<file path="src/rtl/pipe_hazard_ctrl.sv">
// rtl/pipe_hazard_ctrl.sv - pipeline enable/flush/bubble control for load-use, taken branch and multi-cycle MUL
module pipe_hazard_ctrl #(
  parameter int MUL_LAT = 4,
  parameter int CNT_W   = 16,
  parameter int ZR_IDX  = 31
) (
  input  logic             clk,
  input  logic             reset,
  input  logic [4:0]       id_rn,
  input  logic [4:0]       id_rm,
  input  logic             id_rn_used,
  input  logic             id_rm_used,
  input  logic             ex_mem_read,
  input  logic [4:0]       ex_rd,
  input  logic             ex_mul,
  input  logic             ex_br_taken,
  output logic             pc_en,
  output logic             if_id_en,
  output logic             id_ex_en,
  output logic             if_id_flush,
  output logic             id_ex_bubble,
  output logic             ex_mem_bubble,
  output logic [CNT_W-1:0] stall_cnt
);

  localparam int          MC_W     = (MUL_LAT < 2) ? 1 : $clog2(MUL_LAT);
  localparam bit          MUL_EN   = (MUL_LAT >= 2);
  localparam logic [4:0]  ZR       = 5'(ZR_IDX);
  localparam logic [MC_W-1:0] MUL_INIT = MUL_EN ? MC_W'(MUL_LAT - 2) : '0;

  typedef enum logic {RUN, MUL_WAIT} state_t;

  state_t           state_q, state_d;
  logic [MC_W-1:0]  mul_cnt_q, mul_cnt_d;
  logic [CNT_W-1:0] stall_cnt_q, stall_cnt_d;
  logic             luse;

  assign luse = ex_mem_read && (ex_rd != ZR) &&
                ((id_rn_used && (id_rn == ex_rd)) || (id_rm_used && (id_rm == ex_rd)));

  always_comb begin
    pc_en         = 1'b1;
    if_id_en      = 1'b1;
    id_ex_en      = 1'b1;
    if_id_flush   = 1'b0;
    id_ex_bubble  = 1'b0;
    ex_mem_bubble = 1'b0;
    state_d       = state_q;
    mul_cnt_d     = mul_cnt_q;
    stall_cnt_d   = stall_cnt_q;

    if (reset) begin
      unique case (state_q)
        RUN: begin
          if (ex_br_taken) begin
            if_id_flush  = 1'b1;
            id_ex_bubble = 1'b1;
          end else if (ex_mul && MUL_EN) begin
            pc_en         = 1'b0;
            if_id_en      = 1'b0;
            id_ex_en      = 1'b0;
            ex_mem_bubble = 1'b1;
            state_d       = MUL_WAIT;
            mul_cnt_d     = MUL_INIT;
          end else if (luse) begin
            pc_en        = 1'b0;
            if_id_en     = 1'b0;
            id_ex_bubble = 1'b1;
          end
        end
        MUL_WAIT: begin
          // ID is frozen behind the MUL, so hazards seen here are stale
          if (mul_cnt_q != '0) begin
            pc_en         = 1'b0;
            if_id_en      = 1'b0;
            id_ex_en      = 1'b0;
            ex_mem_bubble = 1'b1;
            mul_cnt_d     = mul_cnt_q - 1'b1;
          end else begin
            state_d = RUN;
          end
        end
        default: state_d = RUN;
      endcase

      if (!pc_en && (stall_cnt_q != {CNT_W{1'b1}}))
        stall_cnt_d = stall_cnt_q + 1'b1;
    end
  end

  always_ff @(posedge clk) begin
    if (!reset) begin
      state_q     <= RUN;
      mul_cnt_q   <= '0;
      stall_cnt_q <= '0;
    end else begin
      state_q     <= state_d;
      mul_cnt_q   <= mul_cnt_d;
      stall_cnt_q <= stall_cnt_d;
    end
  end

  assign stall_cnt = stall_cnt_q;

endmodule
</file>
<file path="config.mk">
export PLATFORM = sky130hd
export DESIGN_NAME = pipe_hazard_ctrl
export DESIGN_NICKNAME = d
export VERILOG_FILES = /design/src/rtl/pipe_hazard_ctrl.sv
export SDC_FILE = /design/constraint.sdc
export NUM_CORES = 1
export LEC_CHECK = 0
export CELL_PAD_IN_SITES_DETAIL_PLACEMENT = 0
export CELL_PAD_IN_SITES_GLOBAL_PLACEMENT = 1
export CORE_MARGIN = 10
export CORE_UTILIZATION = 30
export DETAILED_ROUTE_END_ITERATION = 8
export GPL_ROUTABILITY_DRIVEN = 0
export MAX_ROUTING_LAYER = met4
export PLACE_DENSITY_LB_ADDON = 0.12
export SYNTH_ARGS = -nofsm -noshare
export SYNTH_HDL_FRONTEND = slang
export SYNTH_SLANG_ARGS = --single-unit
</file>
<file path="constraint.sdc">
create_clock -name clk -period 2.8 [get_ports clk]
set_input_delay 0.56 -clock clk [delete_from_list [all_inputs] [get_ports clk]]
set_output_delay 0.56 -clock clk [all_outputs]
set_load 0.01 [all_outputs]
</file>
After elaboration in Yosys (flattened, before gate mapping)

Cells that the tools add are included.
Widths: inputs -> output; s select.

Flip-flop bits (word level): 19
Bits of input ports: 22
Output and inout bits: 22
Logic and storage cells: 51

Add/sub/neg operators: 2
Equal/unequal tests: 7
Multiplexer cells: 29
Bitwise operators: 1
Reductions and logical operators: 9

Operators by type and width:

| cell                  | number |
|---|---|
| $mux 1                | 22 |
| $add 16x1->16 const B | 1 |
| $ne 16x16->1 const B  | 1 |
| $eq 5x5->1            | 2 |
| $mux 2                | 3 |
| $pmux 1 s2            | 3 |
| $logic_and 1x1->1     | 5 |
| $ne 5x5->1 const B    | 1 |
| $ne 2x2->1 const B    | 2 |
| $pmux 2 s2            | 1 |
| $reduce_and 3->1      | 1 |
| $ne 2x1->1 const B    | 1 |
| $reduce_bool 2->1     | 1 |
| $sub 2x1->2 const B   | 1 |
| $logic_not 1->1       | 1 |
| $logic_or 1x1->1      | 1 |
| $not 1->1             | 1 |

Logic depth before layout (Yosys ltp)

Word-level depth: 11
Depth in mapped cells: 10
Gate-level depth less buffers: 8

Least setup slack after synthesis

Ideal clock, no wire load.

Kind: input to output
Start: input port ex_rd[1]
End: output port pc_en
Arrival: 1.640 ns
Data required time: 2.240 ns
Setup slack: 0.600 ns
Cell stages on the path: 6
Buffers on the path: 1
Cell sequence: xnor2_1 -> nand4_1 -> o22a_1 -> o21ai_0 -> nand3_1 -> buf_4

Longest elaborated chain between the ends: 10
Elaborated cells between the ends (all ways): 14
Classes of those cells: eq/ne: 3; mux: 6; reduce/logical: 5

Ends and longest elaborated chain:

| item                  | RTL line | text |
|---|---|---|
| start: declaration    | 14       | `input logic [4:0] ex_rd,` |
| $eq 5x5->1            | 39       | `((id_rn_used && (id_rn == ex_rd)) \|\| (id_rm_used && (id_rm == ex_rd)));` |
| $logic_and 1x1->1     | 39       |  |
| $logic_or 1x1->1      | 39       |  |
| $logic_and 1x1->1 *   | 38       | `assign luse = ex_mem_read && (ex_rd != ZR) &&` |
| $mux 1 *              | 65       | `end else if (luse) begin` |
| $mux 1 *              | 58       | `end else if (ex_mul && MUL_EN) begin` |
| $mux 1 *              | 55       | `if (ex_br_taken) begin` |
| $pmux 1 s2 *          | 53       | `unique case (state_q)` |
| $mux 1 * (2 in a row) | 52       | `if (reset) begin` |
| end: declaration      | 17       | `output logic pc_en,` |

Mark *: on every way between the ends. The rest lies on a longest branch, timed or not. The select of a mux whose other input is x is not followed.

Worst setup path in the final report

Start: input port ex_rd[0]
End: output port pc_en

The elaborated chain is that of the path after synthesis.

==> impl_results.html <==
<table>
<tr><th>Metric</th><th>Value</th></tr>
<tr><th colspan="2">Global routing</th></tr>
<tr><td>Pin count of the biggest net entering global routing</td><td>20</td></tr>
<tr><td>First-pass GRT wire length</td><td>approximately 5500 um</td></tr>
<tr><td>Number of antenna violations at the first check in global routing</td><td>0</td></tr>
<tr><td>Vias in the first global route</td><td>1191</td></tr>
<tr><td>Leftover overflow at the end of global routing</td><td>0</td></tr>
<tr><td>Total routing usage reported by global routing</td><td>a little over a tenth</td></tr>
<tr><th colspan="2">Worst setup path</th></tr>
<tr><td>Levels on crit path</td><td>7</td></tr>
<tr><td>R2R cell count</td><td>7</td></tr>
<tr><td>Startpoint kind of the worst setup timing path</td><td>primary input</td></tr>
<tr><td>Largest stage delay, worst path</td><td>between 0.5 and 0.6 ns</td></tr>
<tr><td>Maximum fanout count along the critical path</td><td>3</td></tr>
<tr><td>Slowest library cell on the worst path</td><td>sky130_fd_sc_hd__clkdlybuf4s50_1</td></tr>
<tr><td>Start-to-end type of the worst setup path</td><td>primary input to primary output</td></tr>
<tr><td>Worst Setup End Kind</td><td>primary output</td></tr>
<tr><td>Arrival time of the worst setup path</td><td>2.16 ns</td></tr>
<tr><td>Crit path buf inv count</td><td>2</td></tr>
<tr><td>Category of cells accounting for the largest share of critical-path delay</td><td>buffers and inverters</td></tr>
<tr><td>CP cell instances</td><td>clkdlybuf4s50_1, xnor2_1, nand4_1, o22a_1, o21ai_2, nand3_1, dlygate4sd2_1</td></tr>
<tr><td>Data required time of the critical path</td><td>~2.2 ns</td></tr>
<tr><th colspan="2">Synth</th></tr>
<tr><td>Portion of the post-synthesis area used by sequential elements</td><td>about a third</td></tr>
<tr><td>Post-Synthesis Cells</td><td>~140</td></tr>
<tr><td>Dominant synthesized flop cell</td><td>sky130_fd_sc_hd__dfxtp_1</td></tr>
<tr><td>Post-synthesis compound-gate area fraction</td><td>16.2%</td></tr>
<tr><td>Multiplexer fraction of the synthesized cell area</td><td>between 3 and 4%</td></tr>
<tr><td>Number of flops mapped to enable cells by yosys</td><td>0</td></tr>
<tr><td>Share of synthesized cell area in full adder, half adder and majority cells</td><td>2.20%</td></tr>
<tr><td>Flop and latch count out of synthesis</td><td>19</td></tr>
<tr><td>Dominant combinational cell family by area after synthesis</td><td>simple AND/OR/NAND/NOR gates</td></tr>
<tr><td>Ys async rst share</td><td>0%</td></tr>
<tr><td>Post-Synth XOR/XNOR Area</td><td>a little under a tenth</td></tr>
<tr><td>Post-synth net total</td><td>about 170</td></tr>
<tr><td>Basic-gate share of the synthesized area counting and, or, nand and nor cells</td><td>a little under a third</td></tr>
<tr><td>Number of unique standard cell types used by synthesis</td><td>35</td></tr>
<tr><td>Number of warnings reported in the yosys synthesis log</td><td>0</td></tr>
<tr><td>Cell area after synthesis</td><td>about 0.0011 sq mm</td></tr>
<tr><td>Mean post-synth cell area</td><td>8.08 sq um</td></tr>
<tr><th colspan="2">Outcome</th></tr>
<tr><td>Run status</td><td>finished, final reports clean</td></tr>
<tr><th colspan="2">Placed design</th></tr>
<tr><td>Total instance count after detailed placement</td><td>240</td></tr>
<tr><td>Buffers on Ports</td><td>between 40 and 50</td></tr>
<tr><td>HPWL after detailed placement</td><td>between 2000 and 3000 um</td></tr>
<tr><td>Area of placed instances</td><td>around 0.0017 sq mm</td></tr>
<tr><th colspan="2">Timing</th></tr>
<tr><td>Hold Slack</td><td>0.478 ns</td></tr>
<tr><td>Actual slew at the worst max-slew pin</td><td>about 0.44 ns</td></tr>
<tr><td>Final count of hold timing violations</td><td>0</td></tr>
<tr><td>Final max-slew violation count</td><td>0</td></tr>
<tr><td>RSZ-0062 raised after global routing</td><td>no</td></tr>
<tr><td>Worst setup skew after layout</td><td>roughly 0.0032 ns</td></tr>
<tr><td>Fin crit period</td><td>2.72 ns</td></tr>
<tr><td>Tightest slew margin relative to the limit</td><td>between 70% and 80%</td></tr>
<tr><td>Final period utilization</td><td>97.0%</td></tr>
<tr><td>Maximum operating frequency</td><td>~0.37 GHz</td></tr>
<tr><td>Setup violation total in the final timing report</td><td>0</td></tr>
<tr><th colspan="2">Final layout</th></tr>
<tr><td>Combined area of the multi-input logic cells</td><td>a little over 700 sq um</td></tr>
<tr><td>Area Overhead vs Synth</td><td>53.7%</td></tr>
<tr><td>Ratio of cells with drive above 1 in the final layout</td><td>between 10 and 15%</td></tr>
<tr><td>Most frequent cells in the layout</td><td>sky130_fd_sc_hd__clkdlybuf4s50_1 (37), sky130_fd_sc_hd__nand2_1 (19), sky130_fd_sc_hd__dfxtp_1 (19), sky130_fd_sc_hd__buf_4 (14)</td></tr>
<tr><td>Final cell area excluding filler cells</td><td>about 0.0018 sq mm</td></tr>
<tr><td>Number of antenna repair diodes</td><td>0</td></tr>
<tr><td>Leading cell type in the layout, fill and taps excluded</td><td>sky130_fd_sc_hd__clkdlybuf4s50_1</td></tr>
<tr><td>Flip-flop and latch area</td><td>about 380 sq um</td></tr>
<tr><td>Filler cell count in the final layout</td><td>around 370</td></tr>
<tr><td>Utilization of the core after routing</td><td>approximately 48%</td></tr>
<tr><td>Post-layout nets</td><td>approximately 220</td></tr>
<tr><td>Cell Count, Final, Fillers Out</td><td>approximately 240</td></tr>
<tr><th colspan="2">Route</th></tr>
<tr><td>Count of routing violations after the opening detailed-route iteration</td><td>50</td></tr>
<tr><td>DR vias</td><td>1208</td></tr>
<tr><td>Detailed-routing iteration count for the pre-antenna-repair pass</td><td>5</td></tr>
<tr><td>Post-detailed-route wirelength per cell</td><td>around 14 um</td></tr>
<tr><td>Routed wire length</td><td>roughly 3300 um</td></tr>
<tr><td>Remaining number of nets flagged by the antenna check after routing</td><td>0</td></tr>
<tr><td>DRC violation count after routing</td><td>0</td></tr>
<tr><td>Routed vias/inst</td><td>4.95</td></tr>
<tr><th colspan="2">Clocking</th></tr>
<tr><td>Clock Sink Count</td><td>19</td></tr>
<tr><td>Clock latency on the worst-skew pair</td><td>roughly 0.26 ns</td></tr>
<tr><td>Number of buffers added by the clock tree synthesis step</td><td>3</td></tr>
<tr><td>Clock transition at the registers of the reported paths</td><td>approximately 0.08 ns</td></tr>
<tr><td>Htree depth</td><td>1</td></tr>
<tr><td>TritonCTS clock tree</td><td>built</td></tr>
<tr><td>CTS max path bufs</td><td>2</td></tr>
<tr><td>Root buffer cell</td><td>sky130_fd_sc_hd__clkbuf_8</td></tr>
<tr><th colspan="2">Die</th></tr>
<tr><td>Die Footprint</td><td>0.00667 sq mm</td></tr>
<tr><td>Die extent in x</td><td>approximately 82 um</td></tr>
<tr><td>Floorplan Core Area</td><td>around 0.0037 sq mm</td></tr>
<tr><td># IOs</td><td>44</td></tr>
<tr><td>Initial core utilization</td><td>a little under a third</td></tr>
<tr><td>Std-Cell Rows</td><td>22</td></tr>
<tr><td>Die Height</td><td>just over 80 um</td></tr>
<tr><th colspan="2">Worst hold path</th></tr>
<tr><td>Worst hold path cell count</td><td>2</td></tr>
<tr><td>Kind of path behind the tightest hold check</td><td>flop to flop</td></tr>
<tr><th colspan="2">Power and ir drop</th></tr>
<tr><td>Total power per unit cell area</td><td>about 360 mW/mm^2</td></tr>
<tr><td>Max IR drop VDD</td><td>188 uV</td></tr>
<tr><td>Leakage power</td><td>~0.64 nW</td></tr>
<tr><th colspan="2">Flow run</th></tr>
<tr><td>Max-cap violations</td><td>0</td></tr>
</table>
==> layer usage <==
metal  global-route usage, %  vias up  part of all wire, %
met5                       -        -                    0
met1                    12.1      569                   43
met4                    4.08        0                 0.69
li1                        -      616                    -
met3                    2.29        2                  4.1
met2                    17.9       21                   52
==> sequential cells by signal, summed over array words and instances, names as in the netlist <==
register / count
state_q: 1
mul_cnt_q: 2
stall_cnt: 16
==> power by group <==
group | leakage (nW) | switching (W) | internal (W)
sequential | 0.154 | 0.00000547 | 0.000276
clock | 0.0255 | 0.000100 | 0.0000991
combinational | 0.461 | 0.0000627 | 0.0000804
total | 0.640 | 0.000168 | 0.000455
==> path summary, 6_finish.rpt <==
check                                     to                       start  slack, ns
hold / removal    stall_cnt[11]$_SDFFE_PN0P_  stall_cnt[11]$_SDFFE_PN0P_       0.48
setup / recovery                       pc_en                    ex_rd[0]       0.08
setup reg to reg  stall_cnt[15]$_SDFFE_PN0P_   stall_cnt[0]$_SDFFE_PN0P_       0.66
hold reg to reg   stall_cnt[11]$_SDFFE_PN0P_  stall_cnt[11]$_SDFFE_PN0P_       0.48
==> worst min-delay path, delay by kind of cell, from the launching register on <==
family           cells  cell delay, ns
muxes                1            0.05
and+or+nand+nor      1            0.05
DFF                  1            0.33
==> synthesized netlist by cell type (all sizes together) (2+ instances only) <==
library cell	count	area [sq um]
nand2	20	77.6
dfxtp	19	380
nor2	11	41.3
a21oi	10	50.1
xnor2	10	87.6
inv	6	22.5
nand3	6	30.0
o21ai	6	30.0
nand4	5	37.5
o31ai	5	37.5
or4	5	37.5
mux2i	4	40.0
nor4	4	31.3
or3	4	25.0
buf	3	26.3
clkbuf	3	11.3
nand2b	3	18.8
and2	2	15.0
and3	2	12.5
ha	2	25.0
xor2	2	17.5
==> per-stage QoR <==
step                      worst slack (ns)  power (W)  setup TNS (ns)
after floorplan                      0.600   0.000353               0
after global placement              -0.241   0.000428          -0.862
after detailed placement            -0.272   0.000432           -1.11
after CTS                          0.00876   0.000630               0
after global routing               0.00241   0.000658               0
final                               0.0845   0.000624               0
==> layout make-up <==
type	instances	share of cell area, %
Timing Repair Buffer	57	30.4
Tap cell	48	3.43
Clock buffer	3	2.36
Multi-Input combinational cell	110	40.6
Inverter	6	1.29
Clock inverter	1	0.286
Sequential cell	19	21.7
==> cells by family after synthesis <==
| family | count (synthesis) |
|---|---|
| AND/OR/NAND/NOR | 64 |
| multiplexers | 4 |
| AO/OA/AOI/OAI | 28 |
| XOR/XNOR | 12 |
| flip-flops | 19 |
| buffers and inverters | 12 |
| adder cells (fa/ha/maj) | 2 |
==> what timing repair did <==
| action | in CTS | in global routing |
|---|---|---|
| hold buffers | 0 | 0 |
| endpoints found under the hold margin | 0 | 0 |
| gates cloned | 0 | 0 |
| pin swaps | 0 | 1 |
| buffers inserted | 0 | 0 |
| setup endpoints to repair | 3 | 4 |
| gates resized for setup | 5 | 7 |
Note: power is estimated with default switching activity, not from simulation.
